## src/rtl/car_motion_controller_pkg.sv

```systemverilog
// Shared constants, FSM encoding and position arithmetic for the car motion controller.
// Optional lane direction flipping on wrap is enabled by defining CAR_MOTION_LANE_FLIP_EN.
package car_motion_controller_pkg;

    localparam int H_VISIBLE_AREA = 640;
    localparam int V_VISIBLE_AREA = 480;
    localparam int STEP_PX        = 2;

    localparam logic [3:0]  LANE_DIR    = 4'b0101;
    localparam logic [9:0]  V_TICK_LINE = 10'(V_VISIBLE_AREA);
    localparam logic [10:0] H_W         = 11'(H_VISIBLE_AREA);
    localparam logic [10:0] STEP_W      = 11'(STEP_PX);

    // Lane base periods in frames per step, lanes 0..3
    localparam logic [2:0] BASE_PERIOD_L0 = 3'd2;
    localparam logic [2:0] BASE_PERIOD_L1 = 3'd3;
    localparam logic [2:0] BASE_PERIOD_L2 = 3'd4;
    localparam logic [2:0] BASE_PERIOD_L3 = 3'd6;

    // Lane mapping: lane 0 = C1/C5, lane 1 = C2/C6, lane 2 = C3, lane 3 = C4
    localparam logic [9:0] C1_INIT = 10'd0;
    localparam logic [9:0] C5_INIT = 10'd320;
    localparam logic [9:0] C2_INIT = 10'd64;
    localparam logic [9:0] C6_INIT = 10'd384;
    localparam logic [9:0] C3_INIT = 10'd128;
    localparam logic [9:0] C4_INIT = 10'd256;

    typedef enum logic [1:0] {
        S_INIT  = 2'd0,
        S_RUN   = 2'd1,
        S_PAUSE = 2'd2
    } state_t;

    function automatic logic [2:0] lane_period(input logic [2:0] base, input logic [1:0] level);
        logic [2:0] diff;
        diff = base - {1'b0, level};
        return (base > {1'b0, level}) ? diff : 3'd1;
    endfunction

    function automatic logic crosses_edge(input logic [9:0] x, input logic right);
        logic [10:0] s;
        s = {1'b0, x} + STEP_W;
        return right ? (s >= H_W) : ({1'b0, x} < STEP_W);
    endfunction

    function automatic logic [9:0] next_x(input logic [9:0] x, input logic right);
        logic [10:0] x11;
        logic [10:0] s;
        x11 = {1'b0, x};
        if (right) begin
            s = x11 + STEP_W;
            if (s >= H_W) s = s - H_W;
        end else if (x11 < STEP_W) begin
            s = x11 + H_W - STEP_W;
        end else begin
            s = x11 - STEP_W;
        end
        return s[9:0];
    endfunction

endpackage

```

## src/rtl/car_motion_controller_if.sv

```systemverilog
// Bundle of raster inputs and car position outputs between the controller and the sprite stage.
// Handshake: none; raster counters are sampled every clock, outputs are registered and always valid.
interface car_motion_controller_if;
    import car_motion_controller_pkg::*;

    logic [9:0] i_H_Counter;
    logic [9:0] i_V_Counter;
    logic [1:0] i_Level;
    logic       i_Pause;
    logic       o_Frame_Tick;
    logic [9:0] o_Car_1X;
    logic [9:0] o_Car_2X;
    logic [9:0] o_Car_3X;
    logic [9:0] o_Car_4X;
    logic [9:0] o_Car_5X;
    logic [9:0] o_Car_6X;
    logic [3:0] o_Reverse;
    state_t     o_State;

    modport master (
        output i_H_Counter, i_V_Counter, i_Level, i_Pause,
        input  o_Frame_Tick, o_Car_1X, o_Car_2X, o_Car_3X, o_Car_4X, o_Car_5X, o_Car_6X,
        input  o_Reverse, o_State
    );

    modport slave (
        input  i_H_Counter, i_V_Counter, i_Level, i_Pause,
        output o_Frame_Tick, o_Car_1X, o_Car_2X, o_Car_3X, o_Car_4X, o_Car_5X, o_Car_6X,
        output o_Reverse, o_State
    );

endinterface

```

## src/rtl/car_motion_controller_lane.sv

```systemverilog
// One traffic lane: frame prescaler, direction bit and one or two car X positions.
// With CAR_MOTION_LANE_FLIP_EN defined the direction toggles whenever the lead car wraps.
module car_lane
    import car_motion_controller_pkg::*;
#(
    parameter logic [2:0] BASE_PERIOD = 3'd2,
    parameter bit         DUAL        = 1'b1,
    parameter bit         DIR_INIT    = 1'b1,
    parameter logic [9:0] INIT_A      = 10'd0,
    parameter logic [9:0] INIT_B      = 10'd0
) (
    input  logic       clk,
    input  logic       rst_n,
    input  logic       init_i,
    input  logic       adv_i,
    input  logic [1:0] level_i,
    output logic [9:0] pos_a_o,
    output logic [9:0] pos_b_o,
    output logic       dir_o,
    output logic       step_o,
    output logic       wrap_o
);

    localparam logic [9:0] INIT_B_EFF = DUAL ? INIT_B : 10'd0;

    logic [2:0] cnt_q, cnt_d;
    logic [9:0] pos_a_q, pos_a_d;
    logic [9:0] pos_b_q, pos_b_d;
    logic       dir_q, dir_d;
    logic [2:0] period;
    logic [3:0] cnt_inc;

    // Period is re-evaluated every tick, so a lowered period catches up immediately
    assign period  = lane_period(BASE_PERIOD, level_i);
    assign cnt_inc = {1'b0, cnt_q} + 4'd1;
    assign step_o  = adv_i && (cnt_inc >= {1'b0, period});
    assign wrap_o  = step_o && crosses_edge(pos_a_q, dir_q);

    always_comb begin
        cnt_d   = cnt_q;
        pos_a_d = pos_a_q;
        pos_b_d = pos_b_q;
        dir_d   = dir_q;
        if (init_i) begin
            cnt_d   = 3'd0;
            pos_a_d = INIT_A;
            pos_b_d = INIT_B_EFF;
            dir_d   = DIR_INIT;
        end else if (adv_i) begin
            cnt_d = step_o ? 3'd0 : cnt_inc[2:0];
            if (step_o) begin
                pos_a_d = next_x(pos_a_q, dir_q);
                if (DUAL) pos_b_d = next_x(pos_b_q, dir_q);
`ifdef CAR_MOTION_LANE_FLIP_EN
                dir_d = dir_q ^ wrap_o;
`else
                dir_d = dir_q;
`endif
            end
        end
    end

    always_ff @(posedge clk or negedge rst_n) begin
        if (!rst_n) begin
            cnt_q   <= 3'd0;
            pos_a_q <= INIT_A;
            pos_b_q <= INIT_B_EFF;
            dir_q   <= DIR_INIT;
        end else begin
            cnt_q   <= cnt_d;
            pos_a_q <= pos_a_d;
            pos_b_q <= pos_b_d;
            dir_q   <= dir_d;
        end
    end

    assign pos_a_o = pos_a_q;
    assign pos_b_o = pos_b_q;
    assign dir_o   = dir_q;

endmodule

```

## src/rtl/car_motion_controller.sv

```systemverilog
// Car motion controller: run/pause FSM, registered frame tick at start of vertical blank, four lanes.
// Define CAR_MOTION_LANE_FLIP_EN to make lanes reverse when their lead car wraps.
module car_motion_controller
    import car_motion_controller_pkg::*;
(
    input  logic                     i_Clk,
    input  logic                     i_Rst_N,
    car_motion_controller_if.slave   bus
);

    state_t state_q, state_d;
    logic   tick_q, tick_d;
    logic   match, adv, init;

    logic [9:0] l0_a, l0_b, l1_a, l1_b, l2_a, l2_b, l3_a, l3_b;
    logic [3:0] dir, step, wrap;

    assign match = (bus.i_H_Counter == 10'd0) && (bus.i_V_Counter == V_TICK_LINE);
    // Pause is checked directly so a pause coinciding with a tick already blocks the step
    assign adv   = match && (state_q == S_RUN) && !bus.i_Pause;
    assign init  = (state_q == S_INIT);

    always_comb begin
        state_d = state_q;
        tick_d  = match && (state_q != S_INIT);
        case (state_q)
            S_INIT:  state_d = S_RUN;
            S_RUN:   if (bus.i_Pause) state_d = S_PAUSE;
            S_PAUSE: if (!bus.i_Pause) state_d = S_RUN;
            default: state_d = S_INIT;
        endcase
    end

    always_ff @(posedge i_Clk or negedge i_Rst_N) begin
        if (!i_Rst_N) begin
            state_q <= S_INIT;
            tick_q  <= 1'b0;
        end else begin
            state_q <= state_d;
            tick_q  <= tick_d;
        end
    end

    car_lane #(.BASE_PERIOD(BASE_PERIOD_L0), .DUAL(1'b1), .DIR_INIT(LANE_DIR[0]),
               .INIT_A(C1_INIT), .INIT_B(C5_INIT)) u_lane0 (
        .clk(i_Clk), .rst_n(i_Rst_N), .init_i(init), .adv_i(adv), .level_i(bus.i_Level),
        .pos_a_o(l0_a), .pos_b_o(l0_b), .dir_o(dir[0]), .step_o(step[0]), .wrap_o(wrap[0])
    );

    car_lane #(.BASE_PERIOD(BASE_PERIOD_L1), .DUAL(1'b1), .DIR_INIT(LANE_DIR[1]),
               .INIT_A(C2_INIT), .INIT_B(C6_INIT)) u_lane1 (
        .clk(i_Clk), .rst_n(i_Rst_N), .init_i(init), .adv_i(adv), .level_i(bus.i_Level),
        .pos_a_o(l1_a), .pos_b_o(l1_b), .dir_o(dir[1]), .step_o(step[1]), .wrap_o(wrap[1])
    );

    car_lane #(.BASE_PERIOD(BASE_PERIOD_L2), .DUAL(1'b0), .DIR_INIT(LANE_DIR[2]),
               .INIT_A(C3_INIT), .INIT_B(10'd0)) u_lane2 (
        .clk(i_Clk), .rst_n(i_Rst_N), .init_i(init), .adv_i(adv), .level_i(bus.i_Level),
        .pos_a_o(l2_a), .pos_b_o(l2_b), .dir_o(dir[2]), .step_o(step[2]), .wrap_o(wrap[2])
    );

    car_lane #(.BASE_PERIOD(BASE_PERIOD_L3), .DUAL(1'b0), .DIR_INIT(LANE_DIR[3]),
               .INIT_A(C4_INIT), .INIT_B(10'd0)) u_lane3 (
        .clk(i_Clk), .rst_n(i_Rst_N), .init_i(init), .adv_i(adv), .level_i(bus.i_Level),
        .pos_a_o(l3_a), .pos_b_o(l3_b), .dir_o(dir[3]), .step_o(step[3]), .wrap_o(wrap[3])
    );

    logic unused_lane_bits;
    assign unused_lane_bits = ^{l2_b, l3_b, step, wrap};

    assign bus.o_Frame_Tick = tick_q;
    assign bus.o_Car_1X     = l0_a;
    assign bus.o_Car_5X     = l0_b;
    assign bus.o_Car_2X     = l1_a;
    assign bus.o_Car_6X     = l1_b;
    assign bus.o_Car_3X     = l2_a;
    assign bus.o_Car_4X     = l3_a;
    assign bus.o_Reverse    = dir;
    assign bus.o_State      = state_q;

endmodule

```

## src/flat_wrapper.sv

```systemverilog
// flat-port wrapper written by rule: the top's interface ports become plain ports
module car_motion_controller_flat import car_motion_controller_pkg::*;
  (i_Clk, i_Rst_N, bus_i_H_Counter, bus_i_V_Counter, bus_i_Level, bus_i_Pause, bus_o_Frame_Tick, bus_o_Car_1X, bus_o_Car_2X, bus_o_Car_3X, bus_o_Car_4X, bus_o_Car_5X, bus_o_Car_6X, bus_o_Reverse, bus_o_State);
  car_motion_controller_if bus_i ();
  input  logic i_Clk;
  input  logic i_Rst_N;
  input wire logic [$bits(bus_i.i_H_Counter)-1:0] bus_i_H_Counter;
  input wire logic [$bits(bus_i.i_V_Counter)-1:0] bus_i_V_Counter;
  input wire logic [$bits(bus_i.i_Level)-1:0] bus_i_Level;
  input wire logic [$bits(bus_i.i_Pause)-1:0] bus_i_Pause;
  output wire logic [$bits(bus_i.o_Frame_Tick)-1:0] bus_o_Frame_Tick;
  output wire logic [$bits(bus_i.o_Car_1X)-1:0] bus_o_Car_1X;
  output wire logic [$bits(bus_i.o_Car_2X)-1:0] bus_o_Car_2X;
  output wire logic [$bits(bus_i.o_Car_3X)-1:0] bus_o_Car_3X;
  output wire logic [$bits(bus_i.o_Car_4X)-1:0] bus_o_Car_4X;
  output wire logic [$bits(bus_i.o_Car_5X)-1:0] bus_o_Car_5X;
  output wire logic [$bits(bus_i.o_Car_6X)-1:0] bus_o_Car_6X;
  output wire logic [$bits(bus_i.o_Reverse)-1:0] bus_o_Reverse;
  output wire logic [$bits(bus_i.o_State)-1:0] bus_o_State;
  assign bus_i.i_H_Counter = bus_i_H_Counter;
  assign bus_i.i_V_Counter = bus_i_V_Counter;
  assign bus_i.i_Level = bus_i_Level;
  assign bus_i.i_Pause = bus_i_Pause;
  assign bus_o_Frame_Tick = bus_i.o_Frame_Tick;
  assign bus_o_Car_1X = bus_i.o_Car_1X;
  assign bus_o_Car_2X = bus_i.o_Car_2X;
  assign bus_o_Car_3X = bus_i.o_Car_3X;
  assign bus_o_Car_4X = bus_i.o_Car_4X;
  assign bus_o_Car_5X = bus_i.o_Car_5X;
  assign bus_o_Car_6X = bus_i.o_Car_6X;
  assign bus_o_Reverse = bus_i.o_Reverse;
  assign bus_o_State = bus_i.o_State;
  car_motion_controller u_core (.i_Clk(i_Clk), .i_Rst_N(i_Rst_N), .bus(bus_i));
endmodule
```

## config.mk

```make
export PLATFORM = sky130hd
export DESIGN_NAME = car_motion_controller_flat
export DESIGN_NICKNAME = d
export VERILOG_FILES = /design/src/rtl/car_motion_controller_pkg.sv /design/src/rtl/car_motion_controller_if.sv /design/src/rtl/car_motion_controller_lane.sv /design/src/rtl/car_motion_controller.sv /design/src/flat_wrapper.sv
export SDC_FILE = /design/constraint.sdc
export NUM_CORES = 1
export LEC_CHECK = 0
export BUFFER_PORTS_ARGS = -buffer_cell sky130_fd_sc_hd__buf_2
export CORE_MARGIN = 2
export CORE_UTILIZATION = 56
export CTS_CLUSTER_SIZE = 14
export DETAILED_ROUTE_END_ITERATION = 8
export HOLD_SLACK_MARGIN = 0.03
export PLACE_DENSITY = 0.86
export SYNTH_ARGS = -nofsm -noshare
export SYNTH_HDL_FRONTEND = slang
export SYNTH_SLANG_ARGS = --single-unit
```

## constraint.sdc

```tcl
create_clock -name i_Clk -period 3.7 [get_ports i_Clk]
set_input_delay 0.185 -clock i_Clk [delete_from_list [all_inputs] [get_ports i_Clk]]
set_output_delay 0.185 -clock i_Clk [all_outputs]
set_load 0.02 [all_outputs]
```

Word level (Yosys, flattened, before mapping)
Cells that the tools add are included.
W data, S select, Z words.
- $lt $le $gt $ge: 13
- $add $sub $neg: 23
- multiplexer cells: 42
- reduce and logical (&&, ||, !) cells: 22
- equality and inequality tests: 5
- operators with widths (cell ; number):
    $mux W10 ; 24
    $sub A10 B2 Y10 const B ; 6
    $mux W3 ; 15
    $add A10 B2 Y11 const B ; 3
    $ge A11 B10 Y1 const B ; 3
    $add A10 B10 Y10 const B ; 3
    $lt A10 B2 Y1 const B ; 3
    $sub A10 B10 Y10 const B ; 3
    $add A3 B1 Y4 const B ; 4
    $ge A4 B3 Y1 ; 4
    $reduce_bool A2 Y1 ; 6
    $eq A10 B9 Y1 const B ; 1
    $logic_not A10 Y1 ; 1
    $reduce_and A2 Y1 ; 5
    $logic_and A1 B1 Y1 ; 8
    $pmux W2 S3 ; 1
    $sub A2 B2 Y3 const A ; 2
    $sub A3 B2 Y3 const A ; 2
    $gt A2 B2 Y1 const A ; 2
    $mux W2 ; 2
    $ne A2 B2 Y1 const B ; 2
    $gt A3 B2 Y1 const A ; 1
    $eq A2 B1 Y1 const B ; 1
    $eq A2 B2 Y1 const B ; 1
    2 further kinds ; 2
- input bits: 25
- logic and storage cells: 117
- flip-flop bits (word level): 75
- output and inout port bits: 67

Logic depth before layout (Yosys ltp)
Gate-level depths: netlist (run 1).
- depth in word-level cells: 8
- gate-level depth with buffers: 11
- depth with buffers taken out: 11

Modules after synthesis
Synthesis (run 1) repeated with hierarchy kept, for this count alone.
- cell total of the unflattened synthesis: 553
- area total of the unflattened synthesis: 4967.3 sq um
- by module, submodules not included (module ; seq. area each (sq um) ; cells each ; times used ; area an instance (sq um)):
    car_lane at u_core.u_lane0 ; 528.0 ; 178 ; 1 ; 1592.8
    car_lane at u_core.u_lane1 ; 529.3 ; 130 ; 1 ; 1223.7
    car_lane at u_core.u_lane2 ; 301.5 ; 128 ; 1 ; 1079.8
    car_lane at u_core.u_lane3 ; 301.5 ; 98 ; 1 ; 879.6
    car_motion_controller ; 75.1 ; 19 ; 1 ; 191.4

Least setup slack after synthesis (run 1)
OpenSTA, ideal clock, no wires.
- path kind: register to register
- start: register u_core.u_lane0.pos_b_q[2] (netlist: u_core.u_lane0.pos_b_o[2])
- end: register u_core.u_lane0.pos_b_q[9] (netlist: u_core.u_lane0.pos_b_o[9])
- library setup time: 81 ps
- data required time: 3619 ps
- period minus slack after synthesis: 2823 ps
- stages on the path, launching flop included: 12
- setup slack: 877 ps
- arrival: 2742 ps
- buffers on the path: 0
- path through: dfrtp_1 ha_1 nand3_2 or3_4 and2_1 ha_1 nor3b_1 o2111ai_1 o21ai_0 o22ai_1 o311a_1 nor3_2
- longest elaborated chain between the ends: 6
- elaborated cells on any way between the ends: 7
- those cells by class: add/sub: 2; order compare: 1; mux: 4
- ends and longest elaborated chain (item ; RTL line ; source):
    from (decl) ; car_motion_controller_lane.sv:28 ; logic [9:0] pos_b_q, pos_b_d;
    from (signal assigned) ; car_motion_controller_lane.sv:72 ; pos_b_q <= pos_b_d;
    $add A10 B2 Y11 (*) ; car_motion_controller_pkg.sv:51 ; s = x11 + STEP_W;
    $sub A10 B10 Y10 / $ge A11 B10 Y1 (equally long branches) ; car_motion_controller_pkg.sv:52 ; if (s >= H_W) s = s - H_W;
    $mux W10 (*) ; car_motion_controller_pkg.sv:52 ;
    $mux W10 (*) ; car_motion_controller_lane.sv:51 ; if (step_o) begin
    $mux W10 (*) ; car_motion_controller_lane.sv:49 ; end else if (adv_i) begin
    $mux W10 (*) ; car_motion_controller_lane.sv:44 ; if (init_i) begin
Every way passes the cells marked *; elsewhere a longest branch is shown, timed or not. The select of a mux whose other input is x is not followed.
A chain may end at the register's enable or synchronous reset.

Worst setup path after layout (run 1)
- start: register u_core.u_lane0.pos_b_q[1] (netlist: u_core.u_lane0.pos_b_o[1])
- end: register u_core.u_lane0.pos_b_q[9] (netlist: u_core.u_lane0.pos_b_o[9])
The elaborated chain is that of the path after synthesis.

==> run metrics, run 1 <==
design area=5266 um2; count of different cell masters after synthesis=between 60 and 70; global route overflow=0; first-pass GRT wire length=between 15 and 20 mm; sequential fraction of the synthesis area=between 30% and 40%; Worst-Margin Slew=around 660 ps; CTS Buf Count=9; Worst IR Drop VDD=between 0.00015 and 0.0002 V; # port buffers=between 80 and 90; adder-cell share of the synthesized area=just under 8%; pin count of the biggest net entering global routing=49; largest cells by area after synthesis=dfrtp_1 34%, ha_1 7.9%, dfstp_2 4.0%, o21ai_0 3.7%, a21oi_1 3.0%; num ports=around 90; clock tree sinks=69; Yosys top cell by area=dfrtp_1; Final Setup Violations=0; Synth top area share=between 30 and 40%; Worst-path clk slew=roughly 70 ps; via-per-instance ratio=~6; Total GRT Usage=24.22%; Synth Area in Compound Gates=about a fifth; Starting Density=around 57%; Worst path slowest cell=dfrtp_1; DRC violations left=0; RSZ-0062 raised after global routing=false; Peak Freq=334.9 MHz; CP peak stage delay=roughly 480 ps; Pre-Repair DR Iteration Count=5; ratio of cells with drive above 1 in the final layout=around a fifth; CP Capture Type=flip-flop; Seq pwr share=approximately 46%; Placed Area=just over 5000 um2; vias in the first global route=~3,800; DR vias=around 4,300; # rows=33; Final Hold Violating Endpoints=0; WL final=~11 mm; Setup CP Type=reg -> reg; H-tree depth=3; largest family of logic cells by synthesized area=simple AND/OR/NAND/NOR gates; Ys Warns=0; CP max FO=9; number of routed nets with antenna violations=0; synth cell count leaders=62 x dfrtp_1, 37 x nand2_1, 34 x o21ai_0, 31 x nor2_1, 29 x ha_1; Pwr per Cell Area=about 330 nW/um2; post-synthesis mux area share=less than 1%; hold_ws=just under 80 ps; Post-Syn Instances=between 500 and 600; MaxCap Viol Count=0; Leak=about 2.5 nW; Period minus WS final=between 2000 and 3000 ps; WP data arrival=3250 ps; clk_lat worst skew=340 ps; Critical Path Most Common Cell=ha_1; Post-synth EDFFs=0; switching share of power=33.35%; Combinational Power Share=a little over a fifth; nets@finish=~650; Pins Over Slew Limit=0; # Post-CTS Setup Buffers=0; Mean Syn Cell Area=8.913 um2; cell with the most instances after synthesis=dfrtp_1; Post-Synth XOR/XNOR Area=approximately 4.2%; power share of the clock group=between 30 and 40%; Die Area=8971 um2; Synth Area in Simple Gates=about a quarter; switching power=584.2 uW; CTS tree=built; Cell Int Power=roughly 1.2 mW; Worst Clk Skew=~6.4 ps; DIE HEIGHT=between 90 and 100 um; CTS Root Cell=clkbuf_8; antenna cells=0; asr flop ratio synth=100.0%; initial antenna violation count=0; Post-DP HPWL=7.631 mm; cell-by-cell trace of the critical path=ha_1, nand3_2, or3_4, and2_1, ha_1, nor3b_1, o2111ai_1, o21ai_0, o22ai_1, o311a_1, nor3_2; core area=between 8000 and 9000 um2; crit share post-route=roughly 81%; status=complete, no violations; gpl congestion=between 0.9 and 1; setup TNS=0 ps; Routed WL per cell=around 15 um; Top FF cell, synth=dfrtp_1; Hold WC Path Type=in -> reg; Slew headroom=a little under three fifths; Syn Std Cell Area=around 4600 um2; Clock Tree Buf Depth=2; Layout area overhead=14.28%; FILL cells=690; die width=about 95 um; critical path startpoint category=flip-flop; post-synthesis register bit count=69; CP Data Required Time=just under 4000 ps; Iteration-0 DRC Markers=approximately 230
[placed cells by master, fill, tap and decap left out, types with 11 or more instances in the layout]
master    count
clkbuf_8     11
nand2_1      37
nor3_1       23
xor2_1       16
nand3_1      26
o21ai_0      34
buf_2        81
a21oi_1      28
ha_1         29
inv_1        26
dfrtp_1      62
nor2_1       30
[layer usage]
layer	wire length, um	vias up	GRT usage (%)
met5	0	-	0
met4	113	0	8.454
met3	487	16	3.990
met2	5372	130	40.96
met1	4736	2084	31.51
li1	-	2029	-
[power groups by stage]
stage / combinational [mW] / clock, mW / sequential, mW
CTS: 0.382 / 0.577 / 0.805
global placement: 0.373 / 0 / 0.817
floorplan: 0.232 / 0 / 0.833
global route: 0.420 / 0.610 / 0.809
detailed placement: 0.379 / 0 / 0.820
finish: 0.381 / 0.565 / 0.806
[metrics by stage]
stage / setup WS (ps) / util [%] / total power [mW] / cells
finish: 713.8 / 65.07 / 1.752 / 704
global route: 485.7 / 65.07 / 1.840 / 704
CTS: 721.2 / 65.07 / 1.765 / 704
detailed placement: 739.8 / 62.74 / 1.199 / 687
global placement: 899.6 / 62.74 / 1.191 / 687
floorplan: 877.0 / - / 1.066 / 525
[flip-flops by register name (all words and copies together) (netlist names), 9 cells and up]
name	cells
u_core.u_lane0.pos_a_o	9
u_core.u_lane0.pos_b_o	9
u_core.u_lane1.pos_a_o	9
u_core.u_lane1.pos_b_o	9
u_core.u_lane2.pos_a_o	9
u_core.u_lane3.pos_a_o	9
[final timing paths]
path / startpoint / end / slack, ps / depth (start not counted)
max: u_core.u_lane0.pos_b_o[1] / u_core.u_lane0.pos_b_o[9] / 710 / 11
min: bus_i_Pause / u_core.bus.o_State[0] / 80 / 2
max reg2reg: u_core.u_lane0.pos_b_o[1] / u_core.u_lane0.pos_b_o[9] / 710 / 11
min reg2reg: u_core.u_lane0.pos_a_o[5] / u_core.u_lane0.pos_a_o[5] / 520 / 1
max in group asynchronous: i_Rst_N / u_core.u_lane3.pos_a_o[1] / 2380 / 3
min in group asynchronous: i_Rst_N / u_core.u_lane0.pos_a_o[7] / 330 / 2
[critical path: cells and delay by family (launching register included)]
| family | cells | cell delay (ps) |
|---|---|---|
| AND/OR/NAND/NOR | 5 | 1110 |
| adder cells (fa/ha/maj) | 2 | 560 |
| flip-flops | 1 | 480 |
| AO/OA/AOI/OAI | 4 | 770 |
[what timing repair did]
action                    4_1_cts  5_1_grt
resized for setup               0        0
hold endpoints to repair       18        0
hold buffers                    1        0
[area by class of cell]
type,instances,area (um2),share of cell area [%]
multi-input combinational,397,2640,50.13
timing repair buffer,91,483.0,9.171
clock buffer,13,158.9,3.017
inverter,26,97.59,1.853
tap,105,131.4,2.495
sequential,69,1735,32.95
clock inverter,3,20.02,0.3801
[logic make-up (layout without fill, tap and decap cells)]
logic type                 after synthesis  after routing
AOI/OAI and AO/OA                      131            131
xor gates and xnor gates                22             22
adders and majority gates               29             29
buffers and inverters                   59            133
DFF                                     69             69
muxes                                    2              2
other                                    2             10
and+or+nand+nor                        203            203
No activity file was read; power rests on OpenSTA's default activity.
==> run 2: changes to the inputs <==
CORE_UTILIZATION = 51   (was 56)
PLACE_DENSITY = 0.83   (was 0.86)
clock period = 2.7 ns   (was 3.7 ns; I/O delays follow)
==> run 2 against run 1 <==
Core utilization fell by 2.3 points. Sequential share of layout area fell by 1.2 points. Final area rose by 3.9%. Critical endpoint unchanged. Largest power group unchanged. Highest routed layer unchanged.
==> run metrics, run 2 (synthesis gave the netlist of run 1 again) <==
# port buffers=81 (unchanged); switching power=817.4 uW (+40%); core area=8721 um2 (+7.8%); MaxCap Viol Count=0 (unchanged); hold_ws=44.99 ps (-32.88 ps); Pwr per Cell Area=482.0 nW/um2 (+45%); CTS Buf Count=9 (unchanged); most frequent cells in the layout=81 x buf_2, 59 x dfrtp_1, 37 x nand2_1, 34 x o21ai_0, 29 x nor2_1; CP max FO=7 (-2); setup slack after layout=41.77 ps (-672.0 ps); Setup CP Type=reg -> reg; clk_lat worst skew=340 ps (about the same); Worst-path clk slew=80 ps (about the same); crit share post-route=98.45% (+18 points); total power=2.637 mW (+51%); Pre-Repair DR Iteration Count=5 (unchanged); Placed Cells=700 (+1.9%); Clock Tree Buf Depth=2 (unchanged); gpl congestion=0.8919 (-4.1%); num ports=92 (unchanged); Hold WC Path Type=in -> reg; Peak Freq=376.2 MHz (+12%); Final Hold Violating Endpoints=0 (unchanged); Seq pwr share=41.8% (-4.2 points); first-pass GRT wire length=19.15 mm (+9.9%); WP data arrival=2920 ps (-330 ps); die width=99.06 um (+4.6%); Non-Filler Instances=721 (+2.4%); switching share of power=30.99% (-2.4 points); DR vias=4,363 (+2.4%); initial antenna violation count=0 (unchanged); pre-CTS setup slack=35.90 ps (-703.9 ps); Routed WL per cell=15.61 um (+2.6%); Worst Clk Skew=12.21 ps (+5.765 ps); commonest non-fill, non-tap cell in the layout=buf_2; Pins Over Slew Limit=0 (unchanged); Final Setup Violations=0 (unchanged); Iteration-0 DRC Markers=213 (-5.3%); Layout area overhead=18.73%; CP Capture Type=flip-flop; Leak=2.614 nW (+3.7%); ratio of cells with drive above 1 in the final layout=24.14% (+3.3 points); Period minus WS final=2658 ps (-328.0 ps); Cell Int Power=1.820 mW (+56%); nets@finish=662 (+2.2%); Starting Density=52.84% (-4.1 points); fin util=62.74% (-2.3 points); pin count of the biggest net entering global routing=70 (+43%); Die Area=9812 um2 (+9.4%); status=complete, no violations; Post-DP HPWL=7.985 mm (+4.6%); RSZ-0062 raised after global routing=true; H-tree depth=3 (unchanged); via-per-instance ratio=6.051 (about the same); antenna cells=0 (unchanged); critical path startpoint category=flip-flop; power share of the clock group=36.4% (+4.2 points); Total GRT Usage=23.36% (-0.86 points); CP Data Required Time=2960 ps (-1000 ps); # rows=34 (+3.0%); Combinational Power Share=21.8% (about the same); number of routed nets with antenna violations=0 (unchanged); WL final=11.25 mm (+5.1%); Worst IR Drop VDD=0.0003348 V (+68%); vias in the first global route=4,201 (+9.4%); DRC violations left=0 (unchanged); DIE HEIGHT=99.06 um (+4.6%); clock tree sinks=69 (unchanged); global route overflow=0 (unchanged); CTS tree=built; CTS Root Cell=clkbuf_8
## run 2: changes by cell type in the layout (fill, tap and decap cells not counted), moves of 2 or more
cell | previous run | this run
ha_1 | 29 | 27
bufinv_16 | 0 | 2
dfrtp_1 | 62 | 59
dfrtp_2 | 0 | 3
buf_4 | 9 | 22
## run 2: layout make-up
| class | count | area (um2) |
|---|---|---|
| clock buffers | 13 | 158.9 |
| multi-input cells | 397 | 2673 |
| repair buffers | 105 | 600.6 |
| inverters | 26 | 97.59 |
| flip-flops and latches | 69 | 1739 |
| well taps | 108 | 135.1 |
| clock inverters | 3 | 67.56 |
| fillers | 734 | 3249 |
## run 2: path summary, 6_finish.rpt
kind	depth (start not counted)	to	slack [ps]	startpoint
max reg2reg	11	u_core.u_lane0.pos_b_o[9]	40	u_core.u_lane0.pos_b_o[1]
min	2	u_core.bus.o_State[0]	40	bus_i_Pause
min in group asynchronous	3	u_core.u_lane0.pos_a_o[7]	330	i_Rst_N
max in group asynchronous	3	u_core.u_lane3.pos_a_o[8]	2000	i_Rst_N
min reg2reg	2	u_core.u_lane0.pos_b_o[6]	530	u_core.u_lane0.pos_b_o[6]
max	11	u_core.u_lane0.pos_b_o[9]	40	u_core.u_lane0.pos_b_o[1]
## run 2: per-layer routing
layer  track usage (%)  vias to the layer above  share of wire [%]
met3             4.752                       16                4.9
li1                  -                     2074                  -
met5                 0                        -                  0
met1             28.53                     2156                 43
met4             6.849                        0                1.3
met2             41.58                      117                 51
## run 2: per-stage QoR
stage	setup TNS, ps	cell area, um2
4_1_cts	0	5420
3_3_place_gp	0	5184
5_1_grt	-76.32	5472
3_5_place_dp	0	5184
2_1_floorplan	0	4653
6_report	0	5472
## run 2: power groups by stage
stage	combinational (mW)	clock, mW	sequential [mW]
2_1_floorplan	0.319	0	1.14
3_3_place_gp	0.526	0	1.12
3_5_place_dp	0.544	0	1.12
4_1_cts	0.546	0.971	1.10
5_1_grt	0.628	1.01	1.10
6_report	0.575	0.960	1.10
## run 2: critical path: stages, from the launching register on
cell and delay [ps]:
dfrtp_2 410, ha_4 170, nand3_2 80, or3_4 390, and2_1 180, ha_1 210
buf_4 160, nand2b_1 170, o21ai_0 180, o22ai_1 160, o311a_1 340, nor3_2 140
## run 2: timing repair
item                                    4_1_cts  5_1_grt
endpoints found under the setup margin        0        6
resized for setup                             0        6
endpoints found under the hold margin        62        0
hold buffers                                  1        0
setup buffers                                 0        4
==> run 3: changes to the inputs <==
CORE_UTILIZATION = 56   (was 51)
PLACE_DENSITY = 0.86   (was 0.83)
clock period = 2.71 ns   (was 2.7 ns; I/O delays follow)
==> run 3 against run 2 <==
Die area decreased by 8.6%. Final cell count down 0.42%. Critical path type unchanged. Sequential share of layout area fell by 0.42 points. Core utilization increased by 5.8 points.
==> run metrics, run 3 (synthesis gave the netlist of run 1 again) <==
Cell Int Power=1.892 mW (+3.9%); switching share of power=30.53% (-0.47 points); WP data arrival=2940 ps (+20 ps); CTS Root Cell=clkbuf_8; CTS Buf Count=9 (unchanged); hold_ws=68.77 ps (+23.77 ps); Layout area overhead=20.34%; setup slack after layout=46.11 ps (+4.339 ps); clk_lat worst skew=350 ps (about the same); reg2reg start=u_core.u_lane0.pos_b_o[2]; r2r endpoint=u_core.u_lane0.pos_b_o[9]; FILL cells=649 (-12%); Pins Over Slew Limit=0 (unchanged); Clock Tree Buf Depth=2 (unchanged); critical path startpoint category=flip-flop; DR vias=4,337 (-0.60%); core area=8093 um2 (-7.2%); H-tree depth=3 (unchanged); Multi-input gate area=2713 um2 (+1.5%); nets@finish=662 (unchanged); CP Capture Type=flip-flop; vias in the first global route=4,071 (-3.1%); Min-Delay Path Depth=4 (+2); Hold EP=u_core.bus.o_Frame_Tick; crit share post-route=98.30% (-0.15 points); DIE HEIGHT=94.72 um (-4.4%); Routed WL per cell=16.09 um (+3.1%); # port buffers=81 (unchanged); Worst-path clk slew=80 ps (about the same); commonest non-fill, non-tap cell in the layout=buf_2; CP max FO=7 (unchanged); global route overflow=0 (unchanged); Post-DP HPWL=7.926 mm (-0.74%); # rows=33 (-2.9%); num ports=92 (unchanged); pin count of the biggest net entering global routing=43 (-39%); Slew headroom=about half; Peak Freq=375.4 MHz (-0.21%); MaxCap Viol Count=0 (unchanged); Setup CP Type=reg -> reg; Die Area=8971 um2 (-8.6%); Leak=2.657 nW (+1.6%); Total GRT Usage=26.20% (+2.8 points); DRC violations left=0 (unchanged); CTS tree=built; Pre-Repair DR Iteration Count=5 (unchanged); die width=94.72 um (-4.4%); power share of the clock group=39.5% (+3.1 points); most frequent cells in the layout=81 x buf_2, 59 x dfrtp_1, 36 x nand2_1, 33 x o21ai_0, 30 x nor2_1; register area=1739 um2 (unchanged); Hold WC Path Type=in -> reg; CP Data Required Time=2980 ps (+20 ps); worst reg2reg setup slack=50 ps (about the same); Period minus WS final=2664 ps (+5.661 ps); switching power=831.1 uW (+1.7%); ratio of cells with drive above 1 in the final layout=25.12% (+0.98 points); Starting Density=56.94% (+4.1 points); number of routed nets with antenna violations=0 (unchanged); first-pass GRT wire length=18.82 mm (-1.7%); status=complete, no violations; via-per-instance ratio=6.040 (-0.18%); Pwr per Cell Area=491.0 nW/um2 (+1.9%); initial antenna violation count=0 (unchanged); Iteration-0 DRC Markers=241 (+13%); clock tree sinks=69 (unchanged); antenna cells=0 (unchanged); hold_sp=bus_i_H_Counter[9]; Worst IR Drop VDD=0.0003148 V (-6.0%); Worst-Margin Slew=about 770 ps; WL final=11.56 mm (+2.7%); Reg2Reg Depth=11 (unchanged); Final Hold Violating Endpoints=0 (unchanged); Seq pwr share=40.3% (-1.5 points); pre-CTS setup slack=31.20 ps (-4.705 ps); Combinational Power Share=20.2% (-1.6 points); Worst Clk Skew=12.46 ps (+0.2461 ps); gpl congestion=0.9193 (+3.1%); Final Setup Violations=0 (unchanged)
## run 3: routing by layer
layer  part of all wire [%]  global-route usage (%)  up-vias  wire, um
met5                      0                       0        -         0
li1                       -                       -     2068         -
met4                    1.7                   10.63        0       197
met3                    4.1                   3.751       21       479
met2                     51                   44.98      112      5912
met1                     43                   33.26     2136      4966
## run 3: power groups by stage
stage	registers [mW]	logic, mW	clock network, mW
final	1.10	0.551	1.07
after CTS	1.10	0.532	1.08
after detailed placement	1.12	0.524	0
after floorplan	1.14	0.317	0
after global placement	1.11	0.510	0
after global routing	1.10	0.597	1.13
## run 3: cell type report
| class | count | share of cell area, % |
|---|---|---|
| clock buffer | 11 | 2.730 |
| clock inverter | 5 | 1.918 |
| inverter | 26 | 1.760 |
| multi-input combinational | 397 | 48.92 |
| sequential | 69 | 31.36 |
| tap | 105 | 2.369 |
| timing repair buffer | 105 | 10.94 |
## run 3: how the worst max path moves through the flow
| stage | end | from | slack (ps) |
|---|---|---|---|
| 5_1_grt | u_core.u_lane0.pos_b_o[9] | u_core.u_lane0.pos_b_o[2] | -60 |
| 2_1_floorplan | u_core.u_lane0.pos_b_o[9] | u_core.u_lane0.pos_b_o[2] | 10 |
| 3_3_place_gp | u_core.u_lane0.pos_b_o[9] | u_core.u_lane0.pos_b_o[1] | 120 |
| 3_5_place_dp | u_core.u_lane0.pos_b_o[9] | u_core.u_lane0.pos_b_o[1] | 30 |
| 4_1_cts | u_core.u_lane0.pos_b_o[9] | u_core.u_lane0.pos_b_o[2] | 6 |
| 6_report | u_core.u_lane0.pos_b_o[9] | u_core.u_lane0.pos_b_o[2] | 50 |
## run 3: repair_timing
item | 4_1_cts | 5_1_grt
endpoints found under the hold margin | 25 | 0
pin swaps | 0 | 7
endpoints found under the setup margin | 1 | 3
cloned | 0 | 0
hold buffers | 2 | 0
resized for setup | 1 | 15
buffers inserted | 0 | 4
## run 3: through the flow
step           std cells  area [um2]  setup TNS, ps  utilization, %  power, mW
4_1_cts              714        5440              0           67.22      2.713
2_1_floorplan        525        4643              0               -      1.455
5_1_grt              718        5545         -55.83           68.52      2.830
3_3_place_gp         696        5162              0           63.79      1.625
3_5_place_dp         696        5162              0           63.79      1.644
6_report             718        5545              0           68.52      2.723
## run 3: critical path, stage by stage, from the launching register on
cell	delay, ps
dfrtp_2	390
ha_4	180
nand3_4	90
or3_4	370
and2_4	180
ha_4	160
nor3b_2	180
o2111ai_2	180
o211ai_1	160
o22ai_2	130
o311a_1	390
nor3_2	170
